File: src/rtl/pulse_emitter.sv
// Drives a captured WIDTH-bit pattern onto the trigger lines as one pulse with programmable delay/width/holdoff.
// Optional accepted-fire counter: define PULSE_EMITTER_COUNT_EN; otherwise fired_count is tied to zero.
module pulse_emitter #(
    parameter int WIDTH = 24,
    parameter int CNT_W = 8
) (
    input  logic             sampling_clk,
    input  logic             rst,
    input  logic             fire,
    input  logic [WIDTH-1:0] pattern,
    input  logic [CNT_W-1:0] delay,
    input  logic [CNT_W-1:0] width,
    input  logic [CNT_W-1:0] holdoff,
    output logic             ready,
    output logic [WIDTH-1:0] out,
    output logic             done,
    output logic             overrun,
    output logic [31:0]      fired_count
);

    typedef enum logic [2:0] {
        S_IDLE,
        S_DELAY,
        S_PULSE,
        S_HOLD,
        S_DONE
    } state_t;

    localparam logic [CNT_W-1:0] CNT_ONE = 1;

    state_t           state_q, state_d;
    logic [CNT_W-1:0] cnt_q, cnt_d;
    logic [CNT_W-1:0] wm1_q, wm1_d;
    logic [CNT_W-1:0] hold_q, hold_d;
    logic [WIDTH-1:0] pat_q, pat_d;
    logic [WIDTH-1:0] out_q, out_d;
    logic             ovr_q, ovr_d;
    logic [CNT_W-1:0] wm1_in;

    // Pulse length minus one, with a zero width stretched to a single cycle.
    assign wm1_in = (width == '0) ? '0 : (width - CNT_ONE);

    always_comb begin
        state_d = state_q;
        cnt_d   = cnt_q;
        wm1_d   = wm1_q;
        hold_d  = hold_q;
        pat_d   = pat_q;
        out_d   = '0;
        ovr_d   = ovr_q | (fire && (state_q != S_IDLE));
        case (state_q)
            S_IDLE: begin
                if (fire) begin
                    pat_d  = pattern;
                    wm1_d  = wm1_in;
                    hold_d = holdoff;
                    if (delay == '0) begin
                        state_d = S_PULSE;
                        cnt_d   = wm1_in;
                        out_d   = pattern;
                    end else begin
                        state_d = S_DELAY;
                        cnt_d   = delay - CNT_ONE;
                    end
                end
            end
            S_DELAY: begin
                if (cnt_q == '0) begin
                    state_d = S_PULSE;
                    cnt_d   = wm1_q;
                    out_d   = pat_q;
                end else begin
                    cnt_d = cnt_q - CNT_ONE;
                end
            end
            S_PULSE: begin
                if (cnt_q == '0) begin
                    if (hold_q == '0) begin
                        state_d = S_DONE;
                    end else begin
                        state_d = S_HOLD;
                        cnt_d   = hold_q - CNT_ONE;
                    end
                end else begin
                    cnt_d = cnt_q - CNT_ONE;
                    out_d = pat_q;
                end
            end
            S_HOLD: begin
                if (cnt_q == '0) begin
                    state_d = S_DONE;
                end else begin
                    cnt_d = cnt_q - CNT_ONE;
                end
            end
            S_DONE: begin
                state_d = S_IDLE;
            end
            default: begin
                state_d = S_IDLE;
            end
        endcase
    end

    always_ff @(posedge sampling_clk) begin
        if (rst) begin
            state_q <= S_IDLE;
            cnt_q   <= '0;
            wm1_q   <= '0;
            hold_q  <= '0;
            pat_q   <= '0;
            out_q   <= '0;
            ovr_q   <= 1'b0;
        end else begin
            state_q <= state_d;
            cnt_q   <= cnt_d;
            wm1_q   <= wm1_d;
            hold_q  <= hold_d;
            pat_q   <= pat_d;
            out_q   <= out_d;
            ovr_q   <= ovr_d;
        end
    end

    assign ready   = (state_q == S_IDLE);
    assign done    = (state_q == S_DONE);
    assign out     = out_q;
    assign overrun = ovr_q;

`ifdef PULSE_EMITTER_COUNT_EN
    logic        accept;
    logic [31:0] fired_q;

    assign accept = fire && (state_q == S_IDLE);

    always_ff @(posedge sampling_clk) begin
        if (rst) begin
            fired_q <= 32'h0;
        end else if (accept) begin
            fired_q <= fired_q + 32'd1;
        end
    end

    assign fired_count = fired_q;
`else
    assign fired_count = 32'h0;
`endif

endmodule

File: config.mk
export PLATFORM = sky130hd
export DESIGN_NAME = pulse_emitter
export DESIGN_NICKNAME = d
export VERILOG_FILES = /design/src/rtl/pulse_emitter.sv
export SDC_FILE = /design/constraint.sdc
export NUM_CORES = 1
export LEC_CHECK = 0
export ABC_AREA = 1
export CORE_UTILIZATION = 50
export CTS_CLUSTER_SIZE = 40
export DETAILED_ROUTE_END_ITERATION = 8
export GPL_ROUTABILITY_DRIVEN = 1
export PLACE_DENSITY_LB_ADDON = 0.15
export REMOVE_ABC_BUFFERS = 1
export SLEW_MARGIN = 25
export SYNTH_ARGS = -nofsm -noshare
export SYNTH_HDL_FRONTEND = slang
export SYNTH_SLANG_ARGS = --single-unit
File: constraint.sdc
create_clock -name sampling_clk -period 1.8 [get_ports sampling_clk]
set_input_delay 0.36 -clock sampling_clk [delete_from_list [all_inputs] [get_ports sampling_clk]]
set_output_delay 0.36 -clock sampling_clk [all_outputs]
set_load 0.03 [all_outputs]
==> results list <==
* Highest net fanout along the worst path: 5
- Maxcap violations: 0
* Count of antenna-violating nets left after detailed routing: 0
* Placed wire-length estimate: between 7000 and 8000 um
- Tcrit/Tclk final: 0.975
* Maximum single-stage delay on the critical path: ~420 ps
- CTS tree: built
- Yosys top cell area share: 0.353
- Starting Density: 0.522
- Counting instances in the post-synthesis netlist gives the leading cell types as sky130_fd_sc_hd__nand2_1, sky130_fd_sc_hd__inv_1, sky130_fd_sc_hd__dfxtp_1, sky130_fd_sc_hd__a21oi_1, sky130_fd_sc_hd__nor2_1.
- STA classifies the critical path endpoint as a register.
* Total global routing overflow: 0
- Cts hold-fix bufs: 0
* Post-synthesis sequential area ratio: 0.353
- Cells traversed along the worst timing path: clkdlybuf4s50_1, inv_1, ha_2, inv_1, nor2_2, nand3_2, nor2_4, inv_2, nand2_1, nor2_1, nand2_1, nand3_1, nand2_1, a21oi_1
- Of the total power, the share spent switching nets is 0.429.
- CP arrival: around 2000 ps
- The most used flip-flop cell after synthesis is sky130_fd_sc_hd__dfxtp_1.
* Max-slew violation count: 0
* Post-synth ARST share: 0
* First-pass GRT wire length: about 16000 um
- After routing the design area is ~5600 um^2.
- Req. time, crit path: 2040 ps
- The initial antenna violation count came to 0.
- Die boundary width: 94.8 um
* Routed WL per cell: ~13 um
- The initialized floorplan defines 33 standard-cell rows.
* Maximum number of buffers from clock root to sink: 2
- In this run the vertical extent of the chip is 94.8 um.
- In the routed layout, each cell is associated on average with a via count of approximately 5.1.
- Largest net degree at the start of global routing: 37
- Clock-pin transition on the worst setup and hold timing paths: 90 ps
* Post-detailed-route DRC marker count: 0
* Min setup slack post-route: about 45 ps
- Total number of clock tree sinks: 76
- Total count of hold-check failures in the final report: 0
* Final routed wirelength across all metal layers: 10600 um
- Number of placed I/O pins: 110
* Highest clock rate: roughly 0.57 GHz
- Cell types occupying the most area after synthesis: sky130_fd_sc_hd__dfxtp_1, sky130_fd_sc_hd__nand2_1, sky130_fd_sc_hd__inv_1
* Antenna Diode Count: 0
- Share of post-route cells with drive strength above 1: 0.171
* RSZ-0062 raised after global routing: yes
- In the global route stage, overall resource usage came out at 0.231.
- Run status: finished, final reports clean
- The share of total power dissipated in the clock network is 0.189.
- Final cell utilization of the core: 0.684
- Number of vias in the routed layout: approximately 4200
* Sequential share of power: 0.304
* Register-to-register path setup slack: around 100 ps
- Number of synthesized register bits: 76
- The core region is 8260 um^2.
* Critical Path Start Type: input port
- Hold/Removal Path Class: register to register
- The synthesized netlist contains 39 unique library cells.
- In this run the static leakage power is approximately 0.0026 uW.
- Synth Warn #: 0
- Summed over all nets, the switching power comes to between 3000 and 4000 uW.
- In the final design database the tool counted approximately 790 nets.
- Root Buffer: sky130_fd_sc_hd__clkbuf_8
- Number of enable flip-flop cells after synthesis: 0
- Library cell occupying the most area in the post-synthesis netlist: sky130_fd_sc_hd__dfxtp_1
- Count of port buffers added during placement: 77
- The slowest stage of the critical path belongs to the cell sky130_fd_sc_hd__clkdlybuf4s50_1.
- Clock latency on the worst-skew pair, taken at its later pin, is 350 ps.
- Total Die Area: roughly 9000 um^2
- Cell count after synthesis: between 600 and 700
* Average footprint of a synthesized cell: between 6 and 7 um^2
- The setup path with the least slack is of type input port to register.
- The worst path in the final design needs a cycle of between 1500 and 2000 ps, including I/O delays and setup.
- Number of buffers inserted during clock tree synthesis: 9
- Of the total power, combinational logic draws 0.506.
* Post-placement worst setup slack: -352 ps
* Via count of the first global-routing pass: 3799
- Layout overhead on the synthesized area: 31.2%
* Last weighted congestion value of the routability-driven placer: 0.909
- Dividing total power by cell area gives a power density of approximately 1300 nW/um^2.
- IR analysis of the VDD net gives a maximum drop of approximately 0.63 mV.
- Among the stages of the critical path, the cell type that occurs most often is sky130_fd_sc_hd__nand2_1.
* First-iteration detailed-routing DRC count: 274
- In the post-synthesis netlist, the cell with the most instances is sky130_fd_sc_hd__nand2_1.
- Setup violations remaining at the end of the flow were counted as 0.
- The first detailed-routing pass took 5 iterations.
* Post-Route Skew: approximately 7.9 ps
- Cell area reported after detailed placement: ~5300 um^2
- Area of the mapped netlist: ~4300 um^2
* Int Pwr: around 4100 uW
- Number of H-tree branching levels: 3
## worst max-delay path: cells and delay by family
kind                     cells  cell delay [ps]
AO/OA/AOI/OAI                1               60
buffers and inverters        4              600
AND/OR/NAND/NOR              8              810
adder cells (fa/ha/maj)      1              170
## per-stage QoR
| step | TNS, ps | power (uW) | cells | hold WS, ps |
|---|---|---|---|---|
| after floorplan | -1800 | 4320 | 594 | 429 |
| after global placement | -6020 | 5410 | 820 | 447 |
| after detailed placement | -7150 | 5470 | 820 | 452 |
| after CTS | 0 | 6850 | 836 | 467 |
| after global routing | -210 | 7720 | 840 | 482 |
| final | 0 | 7250 | 840 | 465 |
## per-layer routing
layer	share of wire	track usage
met3	0.075	0.0475
met1	0.44	0.292
met5	0	0
met2	0.47	0.385
met4	0.013	0.0846
## sequential cells by signal (all words and copies together), names as in the netlist
register,count
cnt_q,8
wm1_q,8
hold_q,8
out,24
pat_q,24
state_q,3
overrun,1
## layout make-up
| class | count | area, um^2 |
|---|---|---|
| fill | 734 | 2610 |
| multi-input combinational | 419 | 2180 |
| sequential | 76 | 1520 |
| timing repair buffer | 124 | 1230 |
| inverter | 100 | 383 |
| tap | 105 | 131 |
| clock buffer | 9 | 124 |
| clock inverter | 7 | 82.6 |
## logic make-up (layout without fill, tap and decap cells)
| logic type | count (synthesis) | after routing | share of synthesized area |
|---|---|---|---|
| other cells | 1 | 32 | 0.000871 |
| compound gates | 131 | 132 | 0.168 |
| fa+ha+maj | 6 | 6 | 0.0174 |
| simple gates | 238 | 238 | 0.252 |
| flops | 76 | 76 | 0.353 |
| buf+inv | 156 | 240 | 0.186 |
| xor+xnor | 11 | 11 | 0.0224 |
## cell usage in the layout (no fill, tap or decap), drive strengths merged, types with 6 or more instances in the layout
master,n
a21oi,56
buf,47
clkbuf,11
clkdlybuf4s50,74
conb,32
dfxtp,76
ha,6
inv,103
nand2,145
nand3,25
nor2,60
o211ai,8
o21ai,42
o22ai,24
xor2,9
## path summary, 6_finish.rpt
kind                                  to  cells past startpoint      from
worst max register to register    out[4]                     11  cnt_q[0]
worst min register to register  pat_q[3]                      2  pat_q[3]
worst max-delay path            cnt_q[5]                     14  width[1]
worst min-delay path            pat_q[3]                      2  pat_q[3]
## power groups by stage
stage | Clock [uW] | Combinational [uW] | Sequential [uW]
after CTS | 1400 | 3250 | 2200
after global placement | 0 | 3180 | 2230
after global routing | 1470 | 4010 | 2240
final | 1370 | 3670 | 2210
after floorplan | 0 | 2040 | 2280
after detailed placement | 0 | 3240 | 2240
## timing repair
action | 4_1_cts | 5_1_grt
endpoints found under the setup margin | 0 | 27
endpoints found under the hold margin | 0 | 0
setup buffers | 0 | 1
gates resized for setup | 0 | 29
(Power assumes the default switching activity.)
==> patch 1: new RTL, config.mk and constraints unchanged <==
Add a define of `PULSE_EMITTER_COUNT_EN`.
--- a/src/rtl/pulse_emitter.sv
+++ b/src/rtl/pulse_emitter.sv
@@ -1,4 +1,6 @@
 // Drives a captured WIDTH-bit pattern onto the trigger lines as one pulse with programmable delay/width/holdoff.
 // Optional accepted-fire counter: define PULSE_EMITTER_COUNT_EN; otherwise fired_count is tied to zero.
+`define PULSE_EMITTER_COUNT_EN
+
 module pulse_emitter #(
     parameter int WIDTH = 24,
Check against the original RTL: not equivalent (Yosys sat finds a counterexample within 4 cycles, from zero or initial values and one cycle with rst high).
==> patch 1 against the original RTL <==
First-iteration DRC count is 85% higher. Largest power group unchanged. Total power rose by 12%. Design area up 36%. Register-to-register slack improved by 0.04 ns. Routed wire length up 43%. Synthesized area is 34% higher. Sequential cell count increased by 32. Setup slack better by 0.0018 ns. Sequential power up 32%. Via count is 43% higher. Non-clock buffer count is 42 higher. Critical endpoint is now fired_count[12]. Global-route usage grew 3.6 points.
==> patch 1: results (changes against the original RTL) <==
status finished, final reports clean (unchanged); clk_lat worst skew 0.35 ns (about the same); nonclk inv count 113 (was 100); Clock-cell share 0.0403 (was 0.0365); Core Box Area 11100 µm² (was 8260 µm²); Non-clk bufs 166 (was 124); # fillers 997 (was 734); r2r endpoint cnt_q[3] (was out[4]); critical path's top delay family buffers and inverters (was simple AND/OR/NAND/NOR gates); share of layout cells above drive strength 1 0.108 (was 0.171); Worst EP arrival 1.39 ns (was 2.00 ns); routed len/inst 12.8 µm (was 12.6 µm); met1 usage 0.373 (was 0.292); first-pass GRT wire length 25200 µm (was 16400 µm); port bufs 109 (was 77); CP peak stage delay 0.68 ns (was 0.42 ns); Post-CTS Resized 25 (was 0); reg2reg setup slack 0.14 ns (was 0.10 ns); metal3 WL 1030 µm (was 794 µm); GR Util All Layers 0.266 (was 0.231); Comb power frac 0.392 (was 0.506); met2 usage in global routing 0.434 (was 0.385); HPWL after detailed placement 11000 µm (was 7450 µm); CP Capture Point fired_count[12] (was cnt_q[5]); vias in the first global route 5477 (was 3799); multi-input combinational area share 0.398 (was 0.386); fmax 570 MHz (about the same); RePlAce Congestion 0.944 (was 0.909); #FFs+latches synth 108 (was 76); Clock Skew 0.0145 ns (was 0.00791 ns); Post-Layout Cell Count 1181 (was 840); most instantiated cells after synthesis nand2_1, dfxtp_1, inv_1 (was nand2_1, inv_1, dfxtp_1); Post-Place Worst Slack -0.214 ns (was -0.352 ns); Final nets 1094 (was 787); Max IR drop VDD 0.724 mV (was 0.626 mV); vias 6093 (was 4247); Area contributors post-synth dfxtp_1, nand2_1, a21oi_1, inv_1, o21ai_0 (was dfxtp_1, nand2_1, inv_1, a21oi_1, buf_4); met2 WL 6730 µm (was 5030 µm); Post-Route M1 WL 7230 µm (was 4650 µm); largest net degree at the start of global routing 53 (was 37); Int Power 0.00493 W (was 0.00414 W); Setup crit start fired_count[12] (was width[1]); Sw Ratio 0.395 (was 0.429); Initial DRC Count 508 (was 274); Yosys cell types 35 (was 39); Storage cell area 2170 µm² (was 1520 µm²); WS Path Type reg2out (was in2reg); M3 GR Usage 0.0474 (was 0.0475); register area share after synthesis 0.374 (was 0.353)
patch 1: cell count changes after synthesis, moves of 11 or more:
cell / delta
o22ai_1: -24
nand2_2: -19
buf_4: -32
nor3_1: +15
a21oi_1: +29
o21ai_0: +28
o21ai_1: +23
nor2_1: +21
dfxtp_1: +32
clkbuf_1: +11
nand2_1: +136
nand3_1: +14
patch 1: cell families after synthesis:
| family | synth area share |
|---|---|
| xor+xnor | 0.0378 |
| buf+inv | 0.100 |
| fa+ha+maj | 0.0151 |
| flops | 0.374 |
| simple gates | 0.310 |
| compound gates | 0.163 |
patch 1: worst min-delay path by stage:
stage,start,endpoint,cells after the start,slack (ns)
final,pat_q[2],pat_q[2],2,0.46
after global routing,pat_q[13],pat_q[13],2,0.48
after CTS,pat_q[23],pat_q[23],2,0.46
after detailed placement,pat_q[23],pat_q[23],2,0.45
after global placement,pat_q[4],pat_q[4],2,0.45
after floorplan,rst,cnt_q[4],1,0.43
==> patch 2: new RTL, config.mk and constraints unchanged <==
Made on the original files. Encoding of `state_t`: now one-hot (5 bits for 5 states).
--- a/src/rtl/pulse_emitter.sv
+++ b/src/rtl/pulse_emitter.sv
@@ -19,10 +19,10 @@
 );
 
-    typedef enum logic [2:0] {
-        S_IDLE,
-        S_DELAY,
-        S_PULSE,
-        S_HOLD,
-        S_DONE
+    typedef enum logic [4:0] {
+        S_IDLE  = 5'b00001,
+        S_DELAY = 5'b00010,
+        S_PULSE = 5'b00100,
+        S_HOLD  = 5'b01000,
+        S_DONE  = 5'b10000
     } state_t;
 
Formal check against the unedited RTL: no difference found for any inputs over 10 cycles, from zero or initial values and one cycle with rst high; not proved beyond that.
==> patch 2 against the original RTL <==
Synthesized area down 1.7%. Routed wire length up 1.8%. Highest routed layer unchanged. Via count up 3.0%. Sequential cell count up 2. Largest power group unchanged. Synthesized cell count up 1.8%. Total power down 8.6%. Count of clock-buffer cells in the layout unchanged. Design area down 1.4%. Die area down 1.6%. Setup slack worse by 0.0087 ns.
==> patch 2: results (changes against the original RTL) <==
# clock sinks 78 (was 76); area grow syn2layout 31.5% (was 31.2%); Util after Layout 0.678 (was 0.684); Int Power 0.00376 W (was 0.00414 W); placed cell count 835 (was 820); register area share after synthesis 0.369 (was 0.353); Final nets 798 (was 787); Yosys cell types 30 (was 39); RePlAce Congestion 0.889 (was 0.909); final wirelength 10800 µm (was 10600 µm); Max IR drop VDD 0.602 mV (was 0.626 mV); register share of the cell area 0.281 (was 0.270); most instantiated cells after synthesis nand2_1, dfxtp_1, a21oi_1 (was nand2_1, inv_1, dfxtp_1); Initial DRC Count 211 (was 274); HPWL after detailed placement 7900 µm (was 7450 µm); Post-Place Worst Slack -0.204 ns (was -0.352 ns); multi-input combinational area share 0.406 (was 0.386); vias per cell 5.15 (was 5.06); Area contributors post-synth dfxtp_1, nand2_1, a21oi_1, nand3_1, buf_4 (was dfxtp_1, nand2_1, inv_1, a21oi_1, buf_4); Clock-cell share 0.0306 (was 0.0365); vias in the first global route 3959 (was 3799); nonclk inv count 51 (was 100); met2 WL 5250 µm (was 5030 µm); Max Root-Sink Buffers 2 (unchanged); Post-CTS Resized 1 (was 0); Post-Route M1 WL 4780 µm (was 4650 µm); Critical-path top delay cell dfxtp_1 (was clkdlybuf4s50_1); leakage power 2.39 nW (was 2.59 nW); Clock Skew 0.00621 ns (was 0.00791 ns); CP peak stage delay 0.38 ns (was 0.42 ns); # fillers 725 (was 734); metal3 WL 622 µm (was 794 µm); status finished, final reports clean (unchanged); GR Util All Layers 0.252 (was 0.231); met2 usage in global routing 0.430 (was 0.385); Non-clk bufs 130 (was 124); syn_area_per_cell 6.72 µm² (was 6.96 µm²); largest net degree at the start of global routing 45 (was 37); Synth Area in Adders 0.0177 (was 0.0174); Die Wd 94.0 µm (was 94.8 µm); Compound-Gate Fraction of Synth Area 0.165 (was 0.168); Placed Area 5340 µm² (was 5280 µm²); Post-Layout Cell Count 850 (was 840); buffering overhead 0.225 (was 0.217); hold crit path type in2reg (was reg2reg)
-- patch 2: changes by cell type in the layout (fill, tap and decap cells not counted), sizes merged, moves of 6 or more --
cell	unedited run	this run
o22ai	24	0
a21oi	56	71
buf	47	56
o21ai	42	60
nand2	145	139
o211ai	8	2
nand3	25	66
inv	103	54
nor2	60	74
-- patch 2: power by group through the flow --
stage / Sequential, W / Combinational (W) / Clock, W
6_report: 0.00232 / 0.00312 / 0.00119
2_1_floorplan: 0.00228 / 0.00189 / 0
3_3_place_gp: 0.00232 / 0.00291 / 0
5_1_grt: 0.00236 / 0.00348 / 0.00128
3_5_place_dp: 0.00233 / 0.00298 / 0
4_1_cts: 0.00230 / 0.00299 / 0.00120
-- patch 2: path summary, 6_finish.rpt --
kind	cells after the start	startpoint	end	slack (ns)
worst min-delay path	3	rst	pat_q[20]	0.44
worst max-delay path	11	cnt_q[1]	cnt_q[7]	0.04
worst min register to register	2	pat_q[20]	pat_q[20]	0.46
worst max register to register	11	cnt_q[1]	cnt_q[7]	0.04
